## src/rtl/fetch_pkg.sv

```systemverilog
// Shared types and constants for the instruction-fetch PC unit.
package fetch_pkg;

  localparam int unsigned XLEN = 32;
  localparam logic [XLEN-1:0] PC_INC = 32'd4;

  typedef enum logic [1:0] {
    ST_REQ   = 2'd0,
    ST_WAIT  = 2'd1,
    ST_HOLD  = 2'd2,
    ST_DRAIN = 2'd3
  } fetch_state_t;

  function automatic logic [XLEN-1:0] word_align(input logic [XLEN-1:0] addr);
    return {addr[XLEN-1:2], 2'b00};
  endfunction

endpackage

```

## src/rtl/fetch_pc_unit_if_id_reg.sv

```systemverilog
// IF/ID pipeline register: captures a fetched word, holds it until consumed.
module if_id_reg
  import fetch_pkg::*;
(
  input  logic            clk,
  input  logic            rst_n,
  input  logic            load,
  input  logic            clear,
  input  logic [XLEN-1:0] pc_in,
  input  logic [XLEN-1:0] instr_in,
  output logic            valid,
  output logic [XLEN-1:0] pc,
  output logic [XLEN-1:0] instr
);

  // clear wins over load so a redirect can never let a wrong-path word through
  always_ff @(posedge clk or negedge rst_n) begin
    if (!rst_n) begin
      valid <= 1'b0;
      pc    <= '0;
      instr <= '0;
    end else if (clear) begin
      valid <= 1'b0;
    end else if (load) begin
      valid <= 1'b1;
      pc    <= pc_in;
      instr <= instr_in;
    end
  end

endmodule

```

## src/rtl/fetch_pc_unit.sv

```systemverilog
// Fetch-stage PC sequencer: one outstanding imem request, redirect/drain handling,
// next PC chosen by an external 2:1 mux (pc+4 vs aligned redirect target).
module fetch_pc_unit
  import fetch_pkg::*;
#(
  parameter logic [31:0] RESET_PC = 32'h0000_0000
) (
  input  logic        clk,
  input  logic        rst_n,
  input  logic        redirect,
  input  logic [31:0] redirect_pc,
  input  logic        stall,
  output logic [31:0] mux_a,
  output logic [31:0] mux_b,
  output logic        mux_sel,
  input  logic [31:0] mux_y,
  output logic        imem_req_valid,
  input  logic        imem_req_ready,
  output logic [31:0] imem_addr,
  input  logic        imem_rsp_valid,
  input  logic [31:0] imem_rsp_data,
  output logic        if_valid,
  output logic [31:0] if_pc,
  output logic [31:0] if_instr,
  input  logic        if_ready
);

  fetch_state_t    state, state_nxt;
  logic [XLEN-1:0] pc;
  logic            req_hs;
  logic            rsp_take;
  logic            pc_load;
  logic            if_load;
  logic            if_clear;

  assign mux_a   = pc + PC_INC;
  assign mux_b   = word_align(redirect_pc);
  assign mux_sel = redirect;

  assign imem_req_valid = (state == ST_REQ) && !stall;
  assign imem_addr      = pc;

  assign req_hs   = imem_req_valid && imem_req_ready;
  assign rsp_take = (state == ST_WAIT) && imem_rsp_valid;
  assign pc_load  = redirect || rsp_take;
  assign if_load  = rsp_take && !redirect;
  assign if_clear = redirect || ((state == ST_HOLD) && if_ready);

  always_comb begin
    state_nxt = state;
    unique case (state)
      ST_REQ: begin
        if (redirect)    state_nxt = req_hs ? ST_DRAIN : ST_REQ;
        else if (req_hs) state_nxt = ST_WAIT;
      end
      ST_WAIT: begin
        if (redirect)            state_nxt = imem_rsp_valid ? ST_REQ : ST_DRAIN;
        else if (imem_rsp_valid) state_nxt = ST_HOLD;
      end
      ST_HOLD: begin
        if (redirect || if_ready) state_nxt = ST_REQ;
      end
      ST_DRAIN: begin
        // A redirect here only retargets pc; the drained response still ends the drain.
        if (imem_rsp_valid) state_nxt = ST_REQ;
      end
      default: state_nxt = ST_REQ;
    endcase
  end

  always_ff @(posedge clk or negedge rst_n) begin
    if (!rst_n) state <= ST_REQ;
    else        state <= state_nxt;
  end

  always_ff @(posedge clk or negedge rst_n) begin
    if (!rst_n)       pc <= RESET_PC;
    else if (pc_load) pc <= mux_y;
  end

  if_id_reg u_if_id (
    .clk      (clk),
    .rst_n    (rst_n),
    .load     (if_load),
    .clear    (if_clear),
    .pc_in    (pc),
    .instr_in (imem_rsp_data),
    .valid    (if_valid),
    .pc       (if_pc),
    .instr    (if_instr)
  );

  logic unused_lsb;
  assign unused_lsb = ^redirect_pc[1:0];

  a_addr_stable: assert property (@(posedge clk) disable iff (!rst_n)
    (imem_req_valid && !imem_req_ready && !redirect) |=> $stable(imem_addr));

  a_single_outstanding: assert property (@(posedge clk) disable iff (!rst_n)
    (state != ST_REQ) |-> !imem_req_valid);

endmodule

```

## config.mk

```make
export PLATFORM = sky130hd
export DESIGN_NAME = fetch_pc_unit
export DESIGN_NICKNAME = d
export VERILOG_FILES = /design/src/rtl/fetch_pkg.sv /design/src/rtl/fetch_pc_unit_if_id_reg.sv /design/src/rtl/fetch_pc_unit.sv
export SDC_FILE = /design/constraint.sdc
export NUM_CORES = 1
export LEC_CHECK = 0
export ABC_AREA = 1
export BUFFER_PORTS_ARGS = -buffer_cell sky130_fd_sc_hd__buf_4
export CAP_MARGIN = 20
export CORE_ASPECT_RATIO = 0.75
export CORE_MARGIN = 2
export CORE_UTILIZATION = 41
export CTS_BUF_LIST = sky130_fd_sc_hd__clkbuf_16
export CTS_CLUSTER_SIZE = 40
export DETAILED_ROUTE_END_ITERATION = 7
export PLACE_DENSITY = 0.79
export SLEW_MARGIN = 10
export SYNTH_ARGS = -nofsm -noshare
export SYNTH_HDL_FRONTEND = slang
export SYNTH_SLANG_ARGS = --single-unit
```

## constraint.sdc

```tcl
create_clock -name clk -period 1.4 [get_ports clk]
set_clock_uncertainty 0.05 [all_clocks]
set_input_delay 0.14 -clock clk [delete_from_list [all_inputs] [get_ports clk]]
set_output_delay 0.14 -clock clk [all_outputs]
set_load 0.005 [all_outputs]
```

==> results.yml, run 1 <==
timing:
  whs_ps: 33.8
  post-route-period-util_pct: 136
  setup_ws_ps: -507
  slew_viol_final: 0
  setup_violations: 96
  hold_violations: 0
  rsz0062_at_grt: "true"
  fmax_ghz: 0.524
  period_minus_slack_ps: 1910
  setup_tns_ps: -17780
floorplanning:
  die_y_um: 98.2
  die-area_sq_mm: 0.0127
  start_util_pct: 41.9
  core_sq_mm: 0.0116
  io_pins: 266
  num_rows: 34
  fp.dieW_um: 130
place:
  hpwl_um: 11300
  placedInstanceArea_sq_mm: 0.00677
  gp_congestion: 0.918
  dpl.cell_count: 997
  port_buffers: 201
critical_path:
  cp.required_ps: 1210
  endpoint: "mux_a[12]"
  path_class: "flip-flop to output pin"
  cp.arrival_ps: 1720
  rrSetupSlack_ps: -130
  crit_start: "imem_addr[5]"
  cp_max_fo: 4
  timing.rr.start: "state[0]"
  cp-end-kind: "output pin"
  start_kind: "flip-flop"
  r2r_end: "u_if_id.pc[19]"
  reg2reg_depth: 9
routing:
  drc: 0
  wl_per_cell_um: 17.9
  wirelength_um: 19900
  dr.pass1.iters: 5
  viasPerCell: 4.97
  drt_iter0_drc: 382
  ant_nets: 0
  vias: 5529
job:
  cap_viol_max_count: 0
final_layout:
  final_common_cell: "buf_4"
  final_nets: 1050
  stdcell_area_sq_mm: 0.00893
  regArea_sq_mm: 0.00248
  multi_input_area_sq_mm: 0.00249
  diodes: 0
  post-route-util_pct: 77.2
  finalNonFillerCells: 1113
  most-common-layout-cells: "262 x buf_4, 168 x nand2_1, 95 x dfrtp_1"
  fillers: 801
  drive_above_1_share_pct: 51.3
  area_growth_pct: 84.1
worst_hold_path:
  hp-class: "primary input to flip-flop"
cts:
  clkLatencyLatePin_ps: 340
  cts_tree: "built"
  clkTransAtPathRegs_ps: 70
  cts-root-buf: "clkbuf_16"
  cts_made_buffers: 9
  cts_max_path_buffers: 2
  cts_htree_levels: 3
  cts_sinks: 99
synthesis:
  synth_cell_types: 24
  ys_seq_area_share_pct: 51.1
  netlist_area_sq_mm: 0.00485
  synth-seq-cells: 99
  ys.warnings.count: 0
  synth.avg_cell_area_sq_um: 7.78
  syn_inst: 623
global_routing:
  grt_max_degree: 55
  grt_pass1_wl_um: 25900
  grt_pass1_vias: 5146
  grt-ovfl-total: 0
  antenna_found_initial: 0
  track_usage_pct: 26.1
pwr:
  powerDensity_mw_per_mm2: 1590
  peakVddDrop_v: 0.00101
  p_leak_nw: 4.46
outcome:
  status: "finished, violations left"
  violations: "setup timing"
[worst min path at each step]
stage,startpoint,to,slack (ps),cells past startpoint
2_1_floorplan,rst_n,imem_addr[0],-210,0
6_report,mux_y[11],imem_addr[11],30,3
5_1_grt,mux_y[25],imem_addr[25],50,3
4_1_cts,mux_y[5],imem_addr[5],0.2,3
3_3_place_gp,rst_n,u_if_id.pc[18],50,1
3_5_place_dp,rst_n,u_if_id.pc[20],50,1
[area by class of cell]
| cell class | instances | area share, % |
|---|---|---|
| clock buffer | 9 | 2.52 |
| clock inverter | 7 | 0.518 |
| inverter | 44 | 2.09 |
| multi-input combinational | 426 | 27.9 |
| sequential | 99 | 27.8 |
| tap | 162 | 2.27 |
| timing repair buffer | 364 | 36.5 |
| timing repair inverter | 2 | 0.350 |
[per-layer routing]
metal	share of wire (%)	GRT usage [%]	wire (um)	vias to the layer above
met5	0	0	0	-
met4	1.9	6.62	370	0
met3	8.0	6.08	1590	34
met2	48	42.5	9600	267
met1	42	35.2	8350	2690
li1	-	-	-	2538
[logic make-up after synthesis]
| logic type | share of synthesized area, % |
|---|---|
| buffers and inverters | 11.3 |
| other | 0.0773 |
| xor gates and xnor gates | 2.71 |
| DFF | 51.1 |
| AOI/OAI and AO/OA | 7.17 |
| and+or+nand+nor | 27.4 |
| adders and majority gates | 0.258 |
[timing repair]
action / in CTS / in global routing
endpoints found under the setup margin: 30 / 117
gates resized for setup: 85 / 186
hold endpoints to repair: 82 / 1
buffers inserted: 17 / 8
cloned: 0 / 17
pin swaps: 21 / 25
hold buffers: 62 / 1
[power breakdown]
| part | switching (W) | internal [W] | total (W) |
|---|---|---|---|
| Clock | 0.00112 | 0.00120 | 0.00232 |
| Sequential | 0.00105 | 0.00401 | 0.00505 |
| Combinational | 0.00303 | 0.00375 | 0.00678 |
| Total | 0.00520 | 0.00896 | 0.0142 |
[state kept, by name, summed over array words and instances, names as in the netlist]
name and flops:
u_if_id.pc 32, u_if_id.instr 32, state 2, imem_addr 32, u_if_id.valid 1
[synthesized netlist by cell type]
cell type  count  share of area, %
nand3b_1       1              0.15
conb_1         1             0.077
nor2_1        50               3.9
xor2_1        15               2.7
inv_2          3              0.23
nor3_1         1              0.10
inv_1         41               3.2
buf_4         35               5.4
clkbuf_2       1              0.10
nor2_2         4              0.52
buf_6          4              0.93
dfrtp_1       99                51
clkbuf_1       3              0.23
nand3_1       20               2.1
o21a_1         1              0.15
buf_2         12               1.2
nor2_4         1              0.23
o21ai_1        8              0.83
nand2_2        2              0.26
a21oi_1        1              0.10
nand4_1        1              0.13
nand2_1      259                20
ha_1           1              0.26
o21ai_0       59               6.1
[through the flow]
| stage | power, W | setup WS, ps |
|---|---|---|
| 3_3_place_gp | 0.00962 | -206 |
| 3_5_place_dp | 0.00976 | -251 |
| 4_1_cts | 0.0126 | -489 |
| 2_1_floorplan | 0.00655 | -12.9 |
| 5_1_grt | 0.0149 | -560 |
| 6_report | 0.0142 | -507 |
[worst max-delay path, cell delays in order (launching register included)]
cell and delay, ps:
dfrtp_1 430, buf_4 160, inv_1 70, nor2_4 150
nand2_4 100, nor2_4 130, xor2_1 200, buf_4 150
Note: power is estimated with default switching activity, not from simulation.
==> run 2: changes to the inputs <==
Settings changed: CORE_UTILIZATION 41 to 29, PLACE_DENSITY 0.79 to 0.58, SYNTH_HIERARCHICAL set to 1.
==> run 2 against run 1 <==
  * The flow still finishes with violations (setup timing)
  * Global-route usage decreased by 3.6 points
  * Via count up 4.7%
  * Flip-flop and latch count unchanged
  * Power fell by 1.3%
  * Critical endpoint is now mux_a[19]
  * Register-to-register slack lost 80 ps
  * Clock-buffer cell count unchanged
  * Synthesized area is 5.6% higher
  * Sequential power shrank 1%
  * Synthesized cell count grew 5.6%
  * Hold slack improved by 7.4 ps
  * Clock power up 16%
  * Design area up 12%
==> results.yml, run 2 <==
outcome:
  status: "finished, violations left"
  violations: "setup timing"
final_layout:
  final_nets: 1092
  most-common-layout-cells: "241 x buf_4, 118 x nand2_1, 105 x nand2_2"
  area_growth_pct: 95.9
  diodes: 0
  drive_above_1_share_pct: 59.2
  finalNonFillerCells: 1235
  final_common_cell: "buf_4"
cts:
  cts_max_path_buffers: 2
  cts_sinks: 99
  cts_tree: "built"
  cts_htree_levels: 3
  cts-root-buf: "clkbuf_16"
  clkTransAtPathRegs_ps: 70
  cts_made_buffers: 9
  clkLatencyLatePin_ps: 360
place:
  gp_congestion: 0.878
  pre_cts_ws_ps: -209
  hpwl_um: 13600
  port_buffers: 201
  dpl.cell_count: 1107
routing:
  dr_wl_met2_um: 10800
  drt_iter0_drc: 316
  ant_nets: 0
  viasPerCell: 4.69
  dr.pass1.iters: 5
  drc: 0
  wirelength_um: 22500
  vias: 5788
  top_layer: "met4"
  wl_met1_um: 9560
  wl_met3_um: 1550
  wl_per_cell_um: 18.2
synthesis:
  synth-seq-cells: 99
  synth_cell_types: 25
  synth_ff_type: "dfrtp_1"
  synth_top_area_share_pct: 48.4
  synthArstFlopShare_pct: 100
  syn_inst: 658
  synth-edff-count: 0
  synth_common_cells: "264 x nand2_1, 99 x dfrtp_1, 92 x nand3_1"
  ys.warnings.count: 6
  synth.avg_cell_area_sq_um: 7.78
  ys_top_cells_by_area: "dfrtp_1 48%, nand2_1 19%, nand3_1 9.0%, buf_4 7.3%, nor2_1 3.2%"
  yosysTopAreaCell: "dfrtp_1"
  synth_most_common_cell: "nand2_1"
  ys_seq_area_share_pct: 48.4
  netlist_area_sq_mm: 0.00512
floorplanning:
  start_util_pct: 29.3
  core_sq_mm: 0.0174
  io_pins: 266
  num_rows: 42
  fp.dieW_um: 157
  die_y_um: 119
  die-area_sq_mm: 0.0187
pwr:
  p_int_w: 0.00905
  powerDensity_mw_per_mm2: 1390
  peakVddDrop_v: 0.000771
  clkPwrFrac_pct: 19.1
  p_seq_share_pct: 35.8
  comb_power_share_pct: 45.1
  p_sw_share_pct: 35.2
  p_leak_nw: 4.88
  p_sw_w: 0.00492
timing:
  setup_tns_ps: -20850
  rsz0062_at_grt: "true"
  fmax_ghz: 0.505
  setup_violations: 94
  setup_ws_ps: -580
  post-route-period-util_pct: 141
  period_minus_slack_ps: 1980
  hold_violations: 0
  slew_viol_final: 0
  whs_ps: 41.3
critical_path:
  cp_top_family: "simple AND/OR/NAND/NOR gates"
  cp.arrival_ps: 1790
  crit_cells: 8
  cpPeakStageDelay_ps: 390
  cp.required_ps: 1210
  path_class: "flip-flop to output pin"
  start_kind: "flip-flop"
  crit_slowest_cell: "dfrtp_2"
  path_buf_inv: 2
  reg2reg_depth: 9
  path_cells: "buf_6 > nand2_4 > nor2_4 > nand3b_1 > nor2_1 > nand2_1 > nand2_2 > buf_6"
  cp_max_fo: 4
  critPathMostFrequentCell: "buf_6"
  cp-end-kind: "output pin"
global_routing:
  grt_pass1_vias: 5683
  track_usage_pct: 22.5
  grt-ovfl-total: 0
  grt_pass1_wl_um: 31700
  antenna_found_initial: 0
  grt_max_degree: 33
worst_hold_path:
  hp-class: "primary input to flip-flop"
  hold_depth: 3
job:
  cap_viol_max_count: 0
==> run 2: power groups by stage <==
stage                     logic [W]  registers [W]  clock network [W]
after floorplan             0.00154        0.00472                  0
after global placement      0.00453        0.00463                  0
after detailed placement    0.00458        0.00464                  0
after CTS                   0.00545        0.00468            0.00276
after global routing        0.00680        0.00513            0.00287
final                       0.00630        0.00500            0.00268
==> run 2: layout make-up <==
class | instances | area [sq um]
Timing Repair Buffer | 382 | 3640
Sequential cell | 99 | 2490
Fill cell | 1510 | 7420
Multi-Input combinational cell | 464 | 3160
Inverter | 32 | 125
Tap cell | 242 | 303
Clock buffer | 9 | 225
Clock inverter | 7 | 85.1
==> run 2: path summary, 6_finish.rpt <==
path | from | end | slack (ps)
min | imem_req_ready | state[0] | 40
max reg2reg | state[1] | u_if_id/pc[5] | -210
min reg2reg | u_if_id/pc[15] | u_if_id/pc[15] | 440
max in group asynchronous | rst_n | state[1] | 640
max | imem_addr[3] | mux_a[19] | -580
min in group asynchronous | rst_n | u_if_id/pc[10] | 190
==> run 2: layer usage <==
| layer | global-route usage, % | vias to the layer above |
|---|---|---|
| met5 | 0 | - |
| met4 | 7.27 | 0 |
| met3 | 6.84 | 38 |
| met2 | 35.7 | 270 |
| met1 | 29.3 | 2779 |
| li1 | - | 2701 |
==> run 2: worst min-delay path: cells and delay by family <==
family                 cells  cell delay, ps
buffers and inverters      2             180
AOI/OAI and AO/OA          1              80
==> run 2: stage by stage <==
stage | power, W | instance area, sq um | utilization [%]
2_1_floorplan | 0.00625 | 5160 | -
3_3_place_gp | 0.00916 | 7100 | 40.7
3_5_place_dp | 0.00922 | 7100 | 40.7
4_1_cts | 0.0129 | 9160 | 52.5
5_1_grt | 0.0148 | 10000 | 57.5
6_report | 0.0140 | 10000 | 57.5
==> run 2: kinds of logic after synthesis <==
logic type,after synthesis,synth area share [%]
adder cells (fa/ha/maj),1,0.244
XOR/XNOR,15,2.57
flip-flops,99,48.4
AO/OA/AOI/OAI,26,2.66
buffers and inverters,96,11.7
other,1,0.0732
AND/OR/NAND/NOR,420,34.3
==> run 2: what timing repair did <==
action / CTS / global route
cloned: 13 / 7
endpoints found under the setup margin: 90 / 131
setup buffers: 29 / 12
resized for setup: 145 / 253
hold endpoints to repair: 164 / 0
hold buffers: 66 / 0
pin swaps: 39 / 82
==> run 3: changes to the inputs <==
Settings changed: PLACE_DENSITY 0.58 to 0.59, SYNTH_HIERARCHICAL 1 to not set.
==> run 3 against run 2 <==
  * The run still ends with setup timing left
  * Cell count is 4.9% lower
  * Worst setup slack gained 120 ps
  * Utilization shrank 0.20 points
  * Critical path depth is 1 higher
  * Sequential share of layout area rose by 2.0 points
  * Via count fell by 8.3%
  * First-iteration DRC count is 2.8% lower
  * Clock power about the same
  * Wire length down 10%
  * Non-clock buffer count decreased by 4
  * Critical endpoint is now mux_a[27]
==> results.yml, run 3 (synthesized netlist as in run 1, its figures left out) <==
outcome:
  status: "finished, violations left"
  violations: "setup timing"
critical_path:
  path_class: "flip-flop to output pin"
  cp.required_ps: 1210
  cpPeakStageDelay_ps: 420
  cp-end-kind: "output pin"
  path_cells: "nand2_2 > nor2_4 > nand2_1 > nor2_1 > buf_4 > nand2_1 > nand2_1 > nand2_1 > buf_4"
  critPathMostFrequentCell: "nand2_1"
  crit_slowest_cell: "dfrtp_1"
  cp.arrival_ps: 1670
  start_kind: "flip-flop"
  cp_max_fo: 3
final_layout:
  stdcell_area_sq_mm: 0.00926
  finalNonFillerCells: 1175
  diodes: 0
  final_nets: 1064
  drive_above_1_share_pct: 50.3
  final_common_cell: "buf_4"
  most-common-layout-cells: "259 x buf_4, 177 x nand2_1, 95 x dfrtp_1"
  area_growth_pct: 90.9
pwr:
  p_seq_share_pct: 33.7
  p_leak_nw: 4.70
  clkPwrFrac_pct: 18.6
  peakVddDrop_v: 0.000916
  p_sw_share_pct: 34.8
  powerDensity_mw_per_mm2: 1550
  comb_power_share_pct: 47.7
  p_sw_w: 0.00500
  p_int_w: 0.00938
place:
  pre_cts_ws_ps: -227
  port_buffers: 201
  gp_congestion: 0.859
  placedInstanceArea_sq_mm: 0.00683
  hpwl_um: 11900
  dpl.cell_count: 1047
cts:
  cts_max_path_buffers: 2
  cts_made_buffers: 9
  cts_tree: "built"
  cts_sinks: 99
  clkLatencyLatePin_ps: 350
  cts_htree_levels: 3
  clkTransAtPathRegs_ps: 70
  cts-root-buf: "clkbuf_16"
floorplanning:
  die_y_um: 116
  num_rows: 40
  die-area_sq_mm: 0.0178
  fp.dieW_um: 153
  start_util_pct: 30.0
  io_pins: 266
  core_sq_mm: 0.0162
global_routing:
  grt-ovfl-total: 0
  grt_pass1_vias: 4826
  use_met1_pct: 26.3
  antenna_found_initial: 0
  grt_max_degree: 55
  grt.busiest_layer: "met2"
  track_usage_pct: 18.4
  grt_pass1_wl_um: 25600
  gr-usage-met3_pct: 4.82
  grt_use_met2_pct: 28.1
job:
  cap_viol_max_count: 0
routing:
  drt_iter0_drc: 307
  vias: 5306
  drc: 0
  wl_per_cell_um: 17.2
  wirelength_um: 20200
  dr.pass1.iters: 5
  ant_nets: 0
  viasPerCell: 4.52
timing:
  rsz0062_at_grt: "true"
  period_minus_slack_ps: 1860
  fmax_ghz: 0.539
  setup_tns_ps: -13710
  whs_ps: 29.1
  setup_ws_ps: -455
  slew_viol_final: 0
  post-route-period-util_pct: 133
  setup_violations: 90
  hold_violations: 0
worst_hold_path:
  hp-class: "primary input to flip-flop"
run 3: cell types whose count changed in the layout (fill, tap and decap cells not counted), moves of 12 or more:
cell,delta
buf_6,-16
nand3_2,-29
buf_4,+18
o21ai_0,+31
inv_1,+12
nand3_1,-44
nand2_1,+59
nand2_4,-19
nand2_2,-50
run 3: cell type report:
cell class | instances | area (sq um)
Clock buffer | 9 | 225
Clock inverter | 7 | 91.3
Fill cell | 1421 | 6910
Inverter | 44 | 184
Multi-Input combinational cell | 426 | 2500
Sequential cell | 99 | 2480
Tap cell | 210 | 263
Timing Repair Buffer | 378 | 3490
Timing Repair inverter | 2 | 20.0
run 3: path summary, 6_finish.rpt:
check	startpoint	end	slack, ps	cells after the start
max reg2reg	state[0]	u_if_id.instr[6]	-70	9
max in group asynchronous	rst_n	imem_addr[4]	720	3
min reg2reg	u_if_id.instr[24]	u_if_id.instr[24]	420	2
min in group asynchronous	rst_n	u_if_id.pc[18]	80	2
max	imem_addr[7]	mux_a[27]	-460	9
min	if_ready	u_if_id.valid	30	4
run 3: critical path: cells and delay by family (launching register included):
kind	cells	cell delay [ps]
AND/OR/NAND/NOR	7	590
flip-flops	1	420
buffers and inverters	2	280
run 3: through the flow:
stage | power [W] | utilization, %
after floorplan | 0.00655 | -
after detailed placement | 0.00984 | 42.3
after global routing | 0.0153 | 57.3
after global placement | 0.00980 | 42.3
final | 0.0144 | 57.3
after CTS | 0.0131 | 50.5
run 3: routing by layer:
metal	part of all wire, %	vias to the layer above	wire [um]
met5	0	-	0
met4	0.85	0	172
met3	5.8	12	1170
met2	45	180	9090
met1	48	2552	9730
li1	-	2562	-
run 3: power by group through the flow:
stage	logic [W]	registers, W	clock network, W
after CTS	0.00558	0.00474	0.00273
final	0.00686	0.00485	0.00267
after global routing	0.00741	0.00499	0.00287
after floorplan	0.00173	0.00482	0
after global placement	0.00506	0.00474	0
after detailed placement	0.00510	0.00474	0
run 3: timing repair:
action                                 CTS  global route
hold buffers                            64             0
gates resized for setup                 70           202
setup endpoints to repair               30           128
endpoints found under the hold margin  162             0
buffers inserted                        16            12
pin swaps                               26            55
gates cloned                             0            21
